`config.mk`:
```
export PLATFORM = sky130hd
export DESIGN_NAME = seg_scan_decoder
export DESIGN_NICKNAME = d
export VERILOG_FILES = /design/src/rtl/seg_scan_decoder_pkg.sv /design/src/rtl/seg_scan_decoder_seg7_to_hex.sv /design/src/rtl/seg_scan_decoder.sv
export SDC_FILE = /design/constraint.sdc
export NUM_CORES = 1
export LEC_CHECK = 0
export CAP_MARGIN = 0
export CELL_PAD_IN_SITES_DETAIL_PLACEMENT = 1
export CELL_PAD_IN_SITES_GLOBAL_PLACEMENT = 1
export CORE_ASPECT_RATIO = 2
export CORE_MARGIN = 5
export CORE_UTILIZATION = 46
export CTS_BUF_LIST = sky130_fd_sc_hd__clkbuf_4 sky130_fd_sc_hd__clkbuf_8
export DETAILED_ROUTE_END_ITERATION = 10
export PLACE_DENSITY = 0.94
export SLEW_MARGIN = 0
export SYNTH_ARGS = -nofsm -noshare
export SYNTH_HDL_FRONTEND = slang
export SYNTH_SLANG_ARGS = --single-unit
```
`constraint.sdc`:
```
create_clock -name sysclk -period 2.56 [get_ports sysclk]
set_input_delay 0.512 -clock sysclk [delete_from_list [all_inputs] [get_ports sysclk]]
set_output_delay 0.512 -clock sysclk [all_outputs]
set_load 0.02 [all_outputs]
```
`src/rtl/seg_scan_decoder_pkg.sv`:
```
// Shared definitions for the multiplexed 7-segment scan decoder:
// FSM state encoding, active-low segment patterns for hex digits 0-F,
// the decimal-point bit position and a small one-hot helper.
package seg_scan_decoder_pkg;

    typedef enum logic [1:0] {
        ST_IDLE    = 2'd0,
        ST_SETTLE  = 2'd1,
        ST_CAPTURE = 2'd2
    } scan_state_t;

    // Decimal point position inside the 8-bit cathode bus
    localparam int DP_BIT = 7;

    // Active-low segment patterns, bit order {g,f,e,d,c,b,a}
    localparam logic [6:0] SEG_0 = 7'b1000000;
    localparam logic [6:0] SEG_1 = 7'b1111001;
    localparam logic [6:0] SEG_2 = 7'b0100100;
    localparam logic [6:0] SEG_3 = 7'b0110000;
    localparam logic [6:0] SEG_4 = 7'b0011001;
    localparam logic [6:0] SEG_5 = 7'b0010010;
    localparam logic [6:0] SEG_6 = 7'b0000010;
    localparam logic [6:0] SEG_7 = 7'b1111000;
    localparam logic [6:0] SEG_8 = 7'b0000000;
    localparam logic [6:0] SEG_9 = 7'b0010000;
    localparam logic [6:0] SEG_A = 7'b0001000;
    localparam logic [6:0] SEG_B = 7'b0000011;
    localparam logic [6:0] SEG_C = 7'b1000110;
    localparam logic [6:0] SEG_D = 7'b0100001;
    localparam logic [6:0] SEG_E = 7'b0000110;
    localparam logic [6:0] SEG_F = 7'b0001110;

    // True when exactly one bit of a 4-bit vector is set
    function automatic logic is_one_hot4(input logic [3:0] v);
        return (v != 4'b0000) && ((v & (v - 4'b0001)) == 4'b0000);
    endfunction

endpackage

```
`src/rtl/seg_scan_decoder_seg7_to_hex.sv`:
```
// Combinational decode of one active-low 7-segment pattern to its hex
// nibble. Patterns outside the 16-entry table give nibble 0, valid 0.
module seg7_to_hex
    import seg_scan_decoder_pkg::*;
(
    input  logic [6:0] seg,
    output logic [3:0] nibble,
    output logic       valid
);

    // Table lookup of the segment pattern
    always_comb begin
        nibble = 4'h0;
        valid  = 1'b1;
        case (seg)
            SEG_0:   nibble = 4'h0;
            SEG_1:   nibble = 4'h1;
            SEG_2:   nibble = 4'h2;
            SEG_3:   nibble = 4'h3;
            SEG_4:   nibble = 4'h4;
            SEG_5:   nibble = 4'h5;
            SEG_6:   nibble = 4'h6;
            SEG_7:   nibble = 4'h7;
            SEG_8:   nibble = 4'h8;
            SEG_9:   nibble = 4'h9;
            SEG_A:   nibble = 4'hA;
            SEG_B:   nibble = 4'hB;
            SEG_C:   nibble = 4'hC;
            SEG_D:   nibble = 4'hD;
            SEG_E:   nibble = 4'hE;
            SEG_F:   nibble = 4'hF;
            default: begin
                nibble = 4'h0;
                valid  = 1'b0;
            end
        endcase
    end

endmodule

```
`src/rtl/seg_scan_decoder.sv`:
```
// Receiving end of a 4-digit multiplexed 7-segment scan. Samples the
// cathode and anode lines, waits for each digit to be stable, decodes it
// into a shadow slot and publishes a full frame once all four digits have
// been seen. Flags bad anode patterns (sticky) and a missing-frame timeout.
module seg_scan_decoder
    import seg_scan_decoder_pkg::*;
#(
    parameter int SETTLE_CYCLES  = 4,
    parameter int TIMEOUT_CYCLES = 1048576
) (
    input  logic        sysclk,
    input  logic        reset,
    input  logic [7:0]  cathodes,
    input  logic [3:0]  AN,
    output logic [15:0] digits,
    output logic [3:0]  dp,
    output logic        frame_valid,
    output logic        seg_err,
    output logic        an_err,
    output logic        stale
);

    localparam int SW = $clog2(SETTLE_CYCLES + 1);
    localparam int TW = $clog2(TIMEOUT_CYCLES + 1);
    localparam logic [SW-1:0] SETTLE_MAX  = SW'(SETTLE_CYCLES);
    localparam logic [TW-1:0] TIMEOUT_MAX = TW'(TIMEOUT_CYCLES);

    logic [3:0]    an_r;
    logic [7:0]    cath_r;
    logic [3:0]    an_prev_r;
    logic [7:0]    cath_prev_r;
    logic [SW-1:0] settle_cnt_r;
    scan_state_t   state_r;

    logic [3:0]    dec_nib_s;
    logic          dec_ok_s;

    logic          changed_s;
    logic          capture_s;
    logic          frame_done_s;
    logic          an_bad_s;
    logic [3:0]    wr_mask_s;
    logic [3:0]    seen_r;
    logic [3:0]    bad_r;
    logic [3:0]    seen_next_s;
    logic [3:0]    bad_next_s;
    logic [3:0]    shadow_nib_r [4];
    logic [3:0]    shadow_dp_r;

    logic [TW-1:0] tmo_cnt_r;
    logic [TW-1:0] tmo_next_s;

    seg7_to_hex u_dec (
        .seg    (cath_r[6:0]),
        .nibble (dec_nib_s),
        .valid  (dec_ok_s)
    );

    // Register the raw scan lines once, and keep the previous registered copy for change detection
    always_ff @(posedge sysclk) begin
        if (reset) begin
            an_r        <= 4'hF;
            cath_r      <= 8'hFF;
            an_prev_r   <= 4'hF;
            cath_prev_r <= 8'hFF;
        end else begin
            an_r        <= AN;
            cath_r      <= cathodes;
            an_prev_r   <= an_r;
            cath_prev_r <= cath_r;
        end
    end

    // Capture qualification, slot write mask and next seen/bad bits
    always_comb begin
        changed_s    = ({an_r, cath_r} != {an_prev_r, cath_prev_r});
        frame_done_s = (seen_r == 4'b1111);
        seen_next_s  = seen_r;
        bad_next_s   = bad_r;
        // A change during the capture cycle means the sampled value is not the settled one
        if ((state_r == ST_CAPTURE) && !changed_s) begin
            capture_s = 1'b1;
        end else begin
            capture_s = 1'b0;
        end
        if (capture_s && is_one_hot4(~an_r)) begin
            wr_mask_s = ~an_r;
        end else begin
            wr_mask_s = 4'b0000;
        end
        if (capture_s && (an_r != 4'b1111) && !is_one_hot4(~an_r)) begin
            an_bad_s = 1'b1;
        end else begin
            an_bad_s = 1'b0;
        end
        // A capture coinciding with the frame copy lands in the freshly cleared set
        for (int i = 0; i < 4; i++) begin
            if (wr_mask_s[i]) begin
                seen_next_s[i] = 1'b1;
                bad_next_s[i]  = !dec_ok_s;
            end else if (frame_done_s) begin
                seen_next_s[i] = 1'b0;
                bad_next_s[i]  = 1'b0;
            end else begin
                seen_next_s[i] = seen_r[i];
                bad_next_s[i]  = bad_r[i];
            end
        end
    end

    // Stability counter: restarts on any line change, saturates at the settle length
    always_ff @(posedge sysclk) begin
        if (reset) begin
            settle_cnt_r <= '0;
        end else if (changed_s) begin
            settle_cnt_r <= '0;
        end else if (settle_cnt_r != SETTLE_MAX) begin
            settle_cnt_r <= settle_cnt_r + SW'(1);
        end else begin
            settle_cnt_r <= settle_cnt_r;
        end
    end

    // Scan FSM: wait for a change, wait for it to settle, capture once
    always_ff @(posedge sysclk) begin
        if (reset) begin
            state_r <= ST_IDLE;
        end else begin
            case (state_r)
                ST_IDLE: begin
                    if (changed_s) begin
                        state_r <= ST_SETTLE;
                    end else begin
                        state_r <= ST_IDLE;
                    end
                end
                ST_SETTLE: begin
                    if (!changed_s && (settle_cnt_r == SETTLE_MAX)) begin
                        state_r <= ST_CAPTURE;
                    end else begin
                        state_r <= ST_SETTLE;
                    end
                end
                ST_CAPTURE: begin
                    // A fresh change here still needs its own settle period
                    if (changed_s) begin
                        state_r <= ST_SETTLE;
                    end else begin
                        state_r <= ST_IDLE;
                    end
                end
                default: state_r <= ST_IDLE;
            endcase
        end
    end

    // Shadow slots and their seen/bad bookkeeping
    always_ff @(posedge sysclk) begin
        if (reset) begin
            seen_r      <= 4'b0000;
            bad_r       <= 4'b0000;
            shadow_dp_r <= 4'b0000;
            for (int i = 0; i < 4; i++) begin
                shadow_nib_r[i] <= 4'h0;
            end
        end else begin
            seen_r <= seen_next_s;
            bad_r  <= bad_next_s;
            for (int i = 0; i < 4; i++) begin
                if (wr_mask_s[i]) begin
                    shadow_nib_r[i] <= dec_nib_s;
                    shadow_dp_r[i]  <= !cath_r[DP_BIT];
                end else begin
                    shadow_nib_r[i] <= shadow_nib_r[i];
                    shadow_dp_r[i]  <= shadow_dp_r[i];
                end
            end
        end
    end

    // Publish a complete frame the cycle after the last slot is seen
    always_ff @(posedge sysclk) begin
        if (reset) begin
            digits      <= 16'h0000;
            dp          <= 4'b0000;
            seg_err     <= 1'b0;
            frame_valid <= 1'b0;
        end else if (frame_done_s) begin
            digits      <= {shadow_nib_r[3], shadow_nib_r[2], shadow_nib_r[1], shadow_nib_r[0]};
            dp          <= shadow_dp_r;
            seg_err     <= |bad_r;
            frame_valid <= 1'b1;
        end else begin
            frame_valid <= 1'b0;
        end
    end

    // Sticky flag for a settled anode pattern that selects several digits
    always_ff @(posedge sysclk) begin
        if (reset) begin
            an_err <= 1'b0;
        end else if (an_bad_s) begin
            an_err <= 1'b1;
        end else begin
            an_err <= an_err;
        end
    end

    // Next value of the frame timeout counter
    always_comb begin
        if (frame_valid) begin
            tmo_next_s = '0;
        end else if (tmo_cnt_r != TIMEOUT_MAX) begin
            tmo_next_s = tmo_cnt_r + TW'(1);
        end else begin
            tmo_next_s = tmo_cnt_r;
        end
    end

    // Frame timeout counter and its registered stale indication
    always_ff @(posedge sysclk) begin
        if (reset) begin
            tmo_cnt_r <= '0;
            stale     <= 1'b0;
        end else begin
            tmo_cnt_r <= tmo_next_s;
            stale     <= (tmo_next_s == TIMEOUT_MAX);
        end
    end

endmodule

```
==> Yosys cells after proc, flatten, opt, wreduce, memory -nomap -nowiden <==
Memories as Yosys holds them, arrays and structs flattened.
Index checks and enable logic that the tools add are counted.
{ "word_totals": {"regBits": 86, "ram_bits": 16, "inputBits": 14, "latchBits": 0, "rom_bits": 0, "mem_count": 1} }
{ "classes": {"reduce_logical": 22, "add_sub_neg": 3, "n_mux": 54, "n_mul": 0, "n_shift": 0, "order_cmp": 0, "div": 0, "bitwise_logic": 10, "n_eq_ne": 24} }
{ "mem_list": {"columns": ["name", "depth", "word_bits", "rd", "rd_clocked_by_memory_dff", "write_ports", "line", "text"], "rows": [
  ["shadow_nib_r", 4, 4, 4, 0, 4, "seg_scan_decoder.sv:47", "logic [3:0] shadow_nib_r [4];"]
]} }
{ "op_table": {"columns": ["operator", "count"], "rows": [
  ["$pmux 4 s15", 1],
  ["$mux 21", 2],
  ["$mux 1", 40],
  ["$mux 4", 9],
  ["$eq 7x7->1 const B", 4],
  ["$add 21x1->21 const B", 1],
  ["$eq 21x21->1 const B", 1],
  ["$eq 7x5->1 const B", 3],
  ["$eq 7x6->1 const B", 3],
  ["$ne 21x21->1 const B", 1],
  ["$reduce_or 16->1", 1],
  ["$eq 7x2->1 const B", 2],
  ["$eq 7x4->1 const B", 2],
  ["$ne 12x12->1", 1],
  ["$or 1x1->1", 8],
  ["$reduce_bool 2->1", 4],
  ["$eq 7x3->1 const B", 1],
  ["$logic_not 7->1", 1],
  ["$logic_and 1x1->1", 6],
  ["$and 4x4->4", 1],
  ["$eq 4x4->1 const B", 1],
  ["$logic_not 1->1", 4],
  ["$logic_not 4->1", 1],
  ["$ne 4x4->1 const B", 1],
  ["other kinds (13)", 14]
]} }

==> Depth between registers and ports, before layout <==
Gate-level depths: netlist of the first run.
{ "logic_depth": {"word_depth": 12, "depth_mapped": 8} }

==> By module <==
Synthesis of the first run repeated with hierarchy kept, for this count alone.
{ "unflattened": {"hier_cells": 487, "hier_area_um2": 4531.8} }
{ "modules_own_cells": {"columns": ["module", "area_each_um2", "seq_area_each_um2", "n_inst", "cells_each"], "rows": [
  ["seg_scan_decoder", 4167.7, 2202.1, 1, 431],
  ["seg7_to_hex", 364.1, 0.0, 1, 56]
]} }

==> Worst setup path before layout of the first run <==
OpenSTA, ideal clock, no wires.
{ "synth_path": {"path_type": "reg-to-reg", "from": "register cath_r[2]", "to": "memory shadow_nib_r[3][0] (enable)", "t_arrival_ns": 1.909, "path_slack_ns": 0.341, "stages_incl_launch_ff": 8, "n_path_buf": 2, "path_cell_list": "dfxtp_1 -> buf_4 -> xor2_1 -> nor4_2 -> nand3_2 -> or4_1 -> buf_2 -> nand2b_1"} }
{ "synth_rtl": {"columns": ["item", "line", "text"], "rows": [
  ["start: declaration", "seg_scan_decoder.sv:29", "logic [7:0] cath_r;"],
  ["start signal: assignment", "seg_scan_decoder.sv:68", "cath_r <= cathodes;"],
  ["end: declaration", "seg_scan_decoder.sv:47", null]
]} }

==> Worst setup path in the final report of the first run <==
{ "layout_path": {"from": "register cath_r[6]", "to": "register bad_r[3]"} }
{ "layout_via": {"elab_chain_len": 7, "elab_cells_between_ends": 27, "classes_between": "16 x eq/ne; 4 x mux; 7 x reduce/logical"} }
{ "layout_lines": {"columns": ["item", "line", "text"], "rows": [
  ["$ne 12x12->1", "seg_scan_decoder.sv:76", "changed_s = ({an_r, cath_r} != {an_prev_r, cath_prev_r});"],
  ["$logic_not 1->1", "seg_scan_decoder.sv:81", "if ((state_r == ST_CAPTURE) && !changed_s) begin"],
  ["$logic_and 1x1->1", "seg_scan_decoder.sv:81", null],
  ["$mux 1", "seg_scan_decoder.sv:81", null],
  ["$logic_and 1x1->1", "seg_scan_decoder.sv:86", "if (capture_s && is_one_hot4(~an_r)) begin"],
  ["$mux 4", "seg_scan_decoder.sv:86", null],
  ["$mux 1 / $reduce_bool 2->1 (equally long branches)", null, null],
  ["end signal: assignment", "seg_scan_decoder.sv:168", "bad_r <= bad_next_s;"],
  ["end: declaration", "seg_scan_decoder.sv:44", "logic [3:0] bad_r;"]
]} }
Parallel ways exist; a longest one is shown, timed or not.
A chain may end at the register's enable or synchronous reset.

==> metrics.txt, run 1 <==
Skew-Pair Late Insertion Delay 0.38 ns; # clock sinks 102; area delta synth->final 15.5%; Power, Total 2.94 mW; Tightest Pin Transition 0.767 ns; leading cell type in the layout, fill and taps excluded dfxtp_1; Final Max Tran Viols 0; ys async rst share 0%; Arr. time, crit path 2.71 ns; post-CTS setup buffers 0; Max Cap Viol 0; hold_buf cts 0; number of synthesized register bits 102; status completed; grt total ovfl 0; startpoint types flop; Crit. path cell count 7; setup slack after layout 0.156 ns; Max Clock Skew 0.00798 ns; H-Tree Depth 3; total wire length 11.5 mm; Hold WC Path Type reg2reg; number of synthesized flops with an enable pin 16; I/O Pins 38; largest net degree at the start of global routing 82; Power Density 564 nW/µm²; critical path's slowest cell or4_1; Die ar. 12000 µm²; DRC errors left 0; final hold vios 0; fraction of the cycle the final worst path needs 93.9%; Hold Path Stages 2; Starting DRT DRC Count 137; Synth Cell Area 4510 µm²; n_diodes 0; CTS buffer count 9; Die Y 150 µm; crit path max fanout 9; Setup CP Type reg2reg; final net count 542; Critical path buffers and inverters 1; sequential cell area fraction in the yosys report 48.8%; dpl hpwl 8.63 mm; setup TNS 0 ns; Main synth FF type dfxtp_1; synth warn 0; drt wl/cell 17.3 µm; Port Buf Inserts 37; initial antenna violation count 0; vias 3641; RSZ-0062 raised after global routing false; CTS max path bufs 2; layout cells sized above 1 14.0%; Min Clock Period, post-route 2.40 ns; R2R cell count 7; syn_nets 517; CTS tree yes; core area 9700 µm²; Antenna Nets Post-Route 0; Cell variety after synth 56; most frequent cells in the layout dfxtp_1, nand2_1, nor2_1, a21oi_1, clkdlybuf4s50_1; cells along the critical path xor2_1 > nor4_2 > nand3_2 > or4_1 > buf_4 > nand3b_4 > a21oi_2; dpl ws 0.245 ns; critical path data required time 2.87 ns; CTS root buffer clkbuf_8; Die X 80.1 µm; Worst path max stage delay 0.66 ns; DRT Pass-1 Iters 4; Finish-stage setup viols 0; Starting Density 46.5%; Top Family by Delay on Critical Path simple AND/OR/NAND/NOR gates; first-pass GRT wire length 18.7 mm; gr usage total 20.3%; Pleak 1.81 nW; relative slew slack 48.9%; Resized Gates After CTS 0; Setup crit end kind flop; vias in the first global route 3924; Syn Inst Count 499; DR vias/cell 5.51; VDD IR max 0.000372 V; gpl congestion 0.881; Synth Area per Inst 9.05 µm²; Fmax 0.416 GHz; Reg clk slew, reported paths 0.09 ns; row cnt 51
-- flip-flops by register name, summed over array words and instances (netlist names), 2 cells and up --
signal and count:
seen_r 4, cath_r 8, tmo_cnt_r 21, state_r 2, cath_prev_r 8, digits 16
an_r 4, bad_r 4, shadow_nib_r 16, shadow_dp_r 4, dp 4, settle_cnt_r 3
an_prev_r 4
-- worst register-to-register path, stage by stage, from the launching register on --
cell	delay, ns
dfxtp_1	0.52
xor2_1	0.14
nor4_2	0.37
nand3_2	0.15
or4_1	0.66
buf_4	0.21
nand3b_4	0.15
a21oi_2	0.14
-- synth_stat cells (all sizes together), types with 9 or more instances --
library cell   n  share of area, %
dfxtp         86                38
nand2         62               5.2
nor2          45               3.7
a21oi         42               4.7
or2           31               4.3
clkbuf        30               2.5
xor2          24               4.7
nand3         19               2.2
edfxtp        16                11
xnor2         15               2.9
nor3          12               1.3
nor4          12               2.2
buf            9               1.3
-- layout make-up --
| type | instances | area (µm²) |
|---|---|---|
| tap | 132 | 165 |
| sequential | 102 | 2200 |
| clock buffer | 9 | 124 |
| multi-input combinational | 350 | 2120 |
| timing repair buffer | 53 | 485 |
| inverter | 8 | 30.0 |
| fill | 1159 | 4490 |
| clock inverter | 7 | 88.8 |
-- metal layers --
layer / track usage (%) / vias to the layer above / share of wire, % / routed length [µm]
li1: - / 1752 / - / -
met1: 18.2 / 1791 / 34 / 3930
met2: 40.5 / 67 / 59 / 6810
met3: 3.77 / 31 / 2.5 / 285
met4: 10.9 / 0 / 3.7 / 427
met5: 0 / - / 0 / 0
-- cells by family after synthesis --
logic type      synth area share (%)
fa+ha+maj                       1.33
simple gates                    26.5
xor+xnor                        7.57
mux                             2.05
flops                           48.8
compound gates                  9.31
buf+inv                         4.43
-- where the power goes --
| part | internal [mW] | leakage, nW | switching (mW) | total (mW) |
|---|---|---|---|---|
| Clock | 0.544 | 0.104 | 0.544 | 1.09 |
| Sequential | 1.65 | 0.869 | 0.0278 | 1.68 |
| Combinational | 0.0769 | 0.835 | 0.0919 | 0.169 |
| Total | 2.27 | 1.81 | 0.664 | 2.94 |
-- through the flow --
step | area, µm² | instances | utilization [%] | hold WS [ns]
floorplan | 4510 | 499 | - | 0.421
detailed placement | 4990 | 645 | 51.5 | 0.453
finish | 5210 | 661 | 53.8 | 0.454
global placement | 4990 | 645 | 51.5 | 0.433
CTS | 5210 | 661 | 53.7 | 0.451
global route | 5210 | 661 | 53.8 | 0.454
-- final timing paths --
check	startpoint	slack [ns]	to
setup / recovery	cath_r[6]	0.16	bad_r[3]
hold / removal	shadow_dp_r[2]	0.45	dp[2]
setup reg to reg	cath_r[6]	0.16	bad_r[3]
hold reg to reg	shadow_dp_r[2]	0.45	dp[2]
(Power assumes the default switching activity.)
==> run 2, diff against run 1 <==
- CORE_MARGIN: 5 -> 2
==> run 2 against run 1 <==
Total power is 1.6% higher. Count of clock-buffer cells in the layout stayed put. Fmax is 1.1% lower. Combinational power is 2% higher. Sequential power hardly changed. Global-route usage is 3.1 points higher. Critical endpoint is now stale. Largest cell class unchanged.
==> metrics.txt, run 2 (synthesized netlist as in run 1, its figures left out) <==
status completed; leading cell type in the layout, fill and taps excluded dfxtp_1; critical path data required time 2.85 ns; final hold vios 0; Fmax 0.411 GHz; final net count 543; Tightest Pin Transition 0.711 ns; Worst path max stage delay 0.58 ns; Logic pwr share 5.8%; area delta synth->final 16.0%; Die X 74.1 µm; share of power burned in registers 56.5%; Critical path buffers and inverters 0; dpl hpwl 8.60 mm; Max Cap Viol 0; # clock sinks 102; R2R Setup Slk 0.13 ns; total wire length 11.6 mm; row cnt 51; RSZ-0062 raised after global routing false; setup TNS 0 ns; CTS buffer count 9; Final Max Tran Viols 0; most frequent cells in the layout dfxtp_1, nand2_1, nor2_1, a21oi_1, clkdlybuf4s50_1; dpl ws 0.176 ns; CTS tree yes; vias in the first global route 3882; grt total ovfl 0; crit path max fanout 10; relative slew slack 52.6%; setup slack after layout 0.128 ns; H-Tree Depth 3; Pleak 1.83 nW; largest net degree at the start of global routing 82; DRT Pass-1 Iters 4; startpoint types flop; Starting Density 46.9%; Biggest register tmo_cnt_r; hold_buf cts 0; I/O Pins 38; biggest registers after layout tmo_cnt_r x21, digits x16, shadow_nib_r x16; Power Density 570 nW/µm²; Net Sw Frac 23.4%; Setup CP Type reg2reg; Die Y 144 µm; Min Clock Period, post-route 2.43 ns; Starting DRT DRC Count 88; DRC errors left 0; Antenna Nets Post-Route 0; cells along the critical path and4_1 > nand4_1 > mux2i_1 > a211oi_1 > a41oi_1 > nor4_1; first-pass GRT wire length 18.7 mm; initial antenna violation count 0; gpl congestion 0.951; fraction of the cycle the final worst path needs 95.0%; post-CTS setup buffers 0; DR vias/cell 5.47; Int Power 2.29 mW; power share of the clock group 37.7%; Hold WC Path Type reg2reg; core area 9640 µm²; max FFs per register 21; Reg clk slew, reported paths 0.09 ns; Setup crit end kind flop; Skew-Pair Late Insertion Delay 0.38 ns; drt wl/cell 17.5 µm; Finish-stage setup viols 0; Arr. time, crit path 2.72 ns; vias 3622; CTS max path bufs 2; Max Clock Skew 0.0109 ns; critical path's slowest cell dfxtp_1; worst hold slack 0.467 ns; layout cells sized above 1 14.5%; sw power 0.698 mW; Top Family by Delay on Critical Path simple AND/OR/NAND/NOR gates; gr usage total 23.4%; Port Buf Inserts 37; VDD IR max 0.000410 V; Die ar. 10700 µm²; CTS root buffer clkbuf_8; n_diodes 0; Resized Gates After CTS 0
==> run 2: power by group through the flow <==
stage          registers, mW  logic [mW]  clock network, mW
2_1_floorplan           1.71       0.121                  0
3_3_place_gp            1.72       0.164                  0
3_5_place_dp            1.72       0.170                  0
4_1_cts                 1.69       0.173               1.14
5_1_grt                 1.69       0.189               1.22
6_report                1.69       0.173               1.13
==> run 2: per-stage QoR <==
step | area [µm²] | util (%) | power, mW | std cells
2_1_floorplan | 4510 | - | 1.83 | 499
3_3_place_gp | 5010 | 52.0 | 1.88 | 646
3_5_place_dp | 5010 | 52.0 | 1.89 | 646
4_1_cts | 5240 | 54.3 | 3.00 | 662
5_1_grt | 5240 | 54.4 | 3.10 | 662
6_report | 5240 | 54.4 | 2.99 | 662
==> run 2: layout make-up <==
cell class / instances / area [µm²]
fillers: 1103 / 4400
flip-flops and latches: 102 / 2200
multi-input cells: 350 / 2110
repair buffers: 54 / 505
well taps: 132 / 165
clock buffers: 9 / 124
clock inverters: 7 / 97.6
inverters: 8 / 30.0
==> run 2: worst register-to-register path, cell delays in order, from the launching register on <==
cell and delay, ns:
dfxtp_1 0.58, and4_1 0.36, nand4_1 0.30, mux2i_1 0.20
a211oi_1 0.45, a41oi_1 0.18, nor4_1 0.29
==> run 2: final timing paths <==
check                     from     to  cells past startpoint
hold reg to reg          dp[3]  dp[3]                      2
setup / recovery  tmo_cnt_r[2]  stale                      6
hold / removal           dp[3]  dp[3]                      2
setup reg to reg  tmo_cnt_r[2]  stale                      6
==> run 2: routing by layer <==
metal / vias to the layer above / track usage [%] / routed length (µm)
li1: 1751 / - / -
met1: 1781 / 21.2 / 3950
met2: 60 / 46.0 / 6960
met3: 30 / 4.39 / 234
met4: 0 / 12.4 / 416
met5: - / 0 / 0
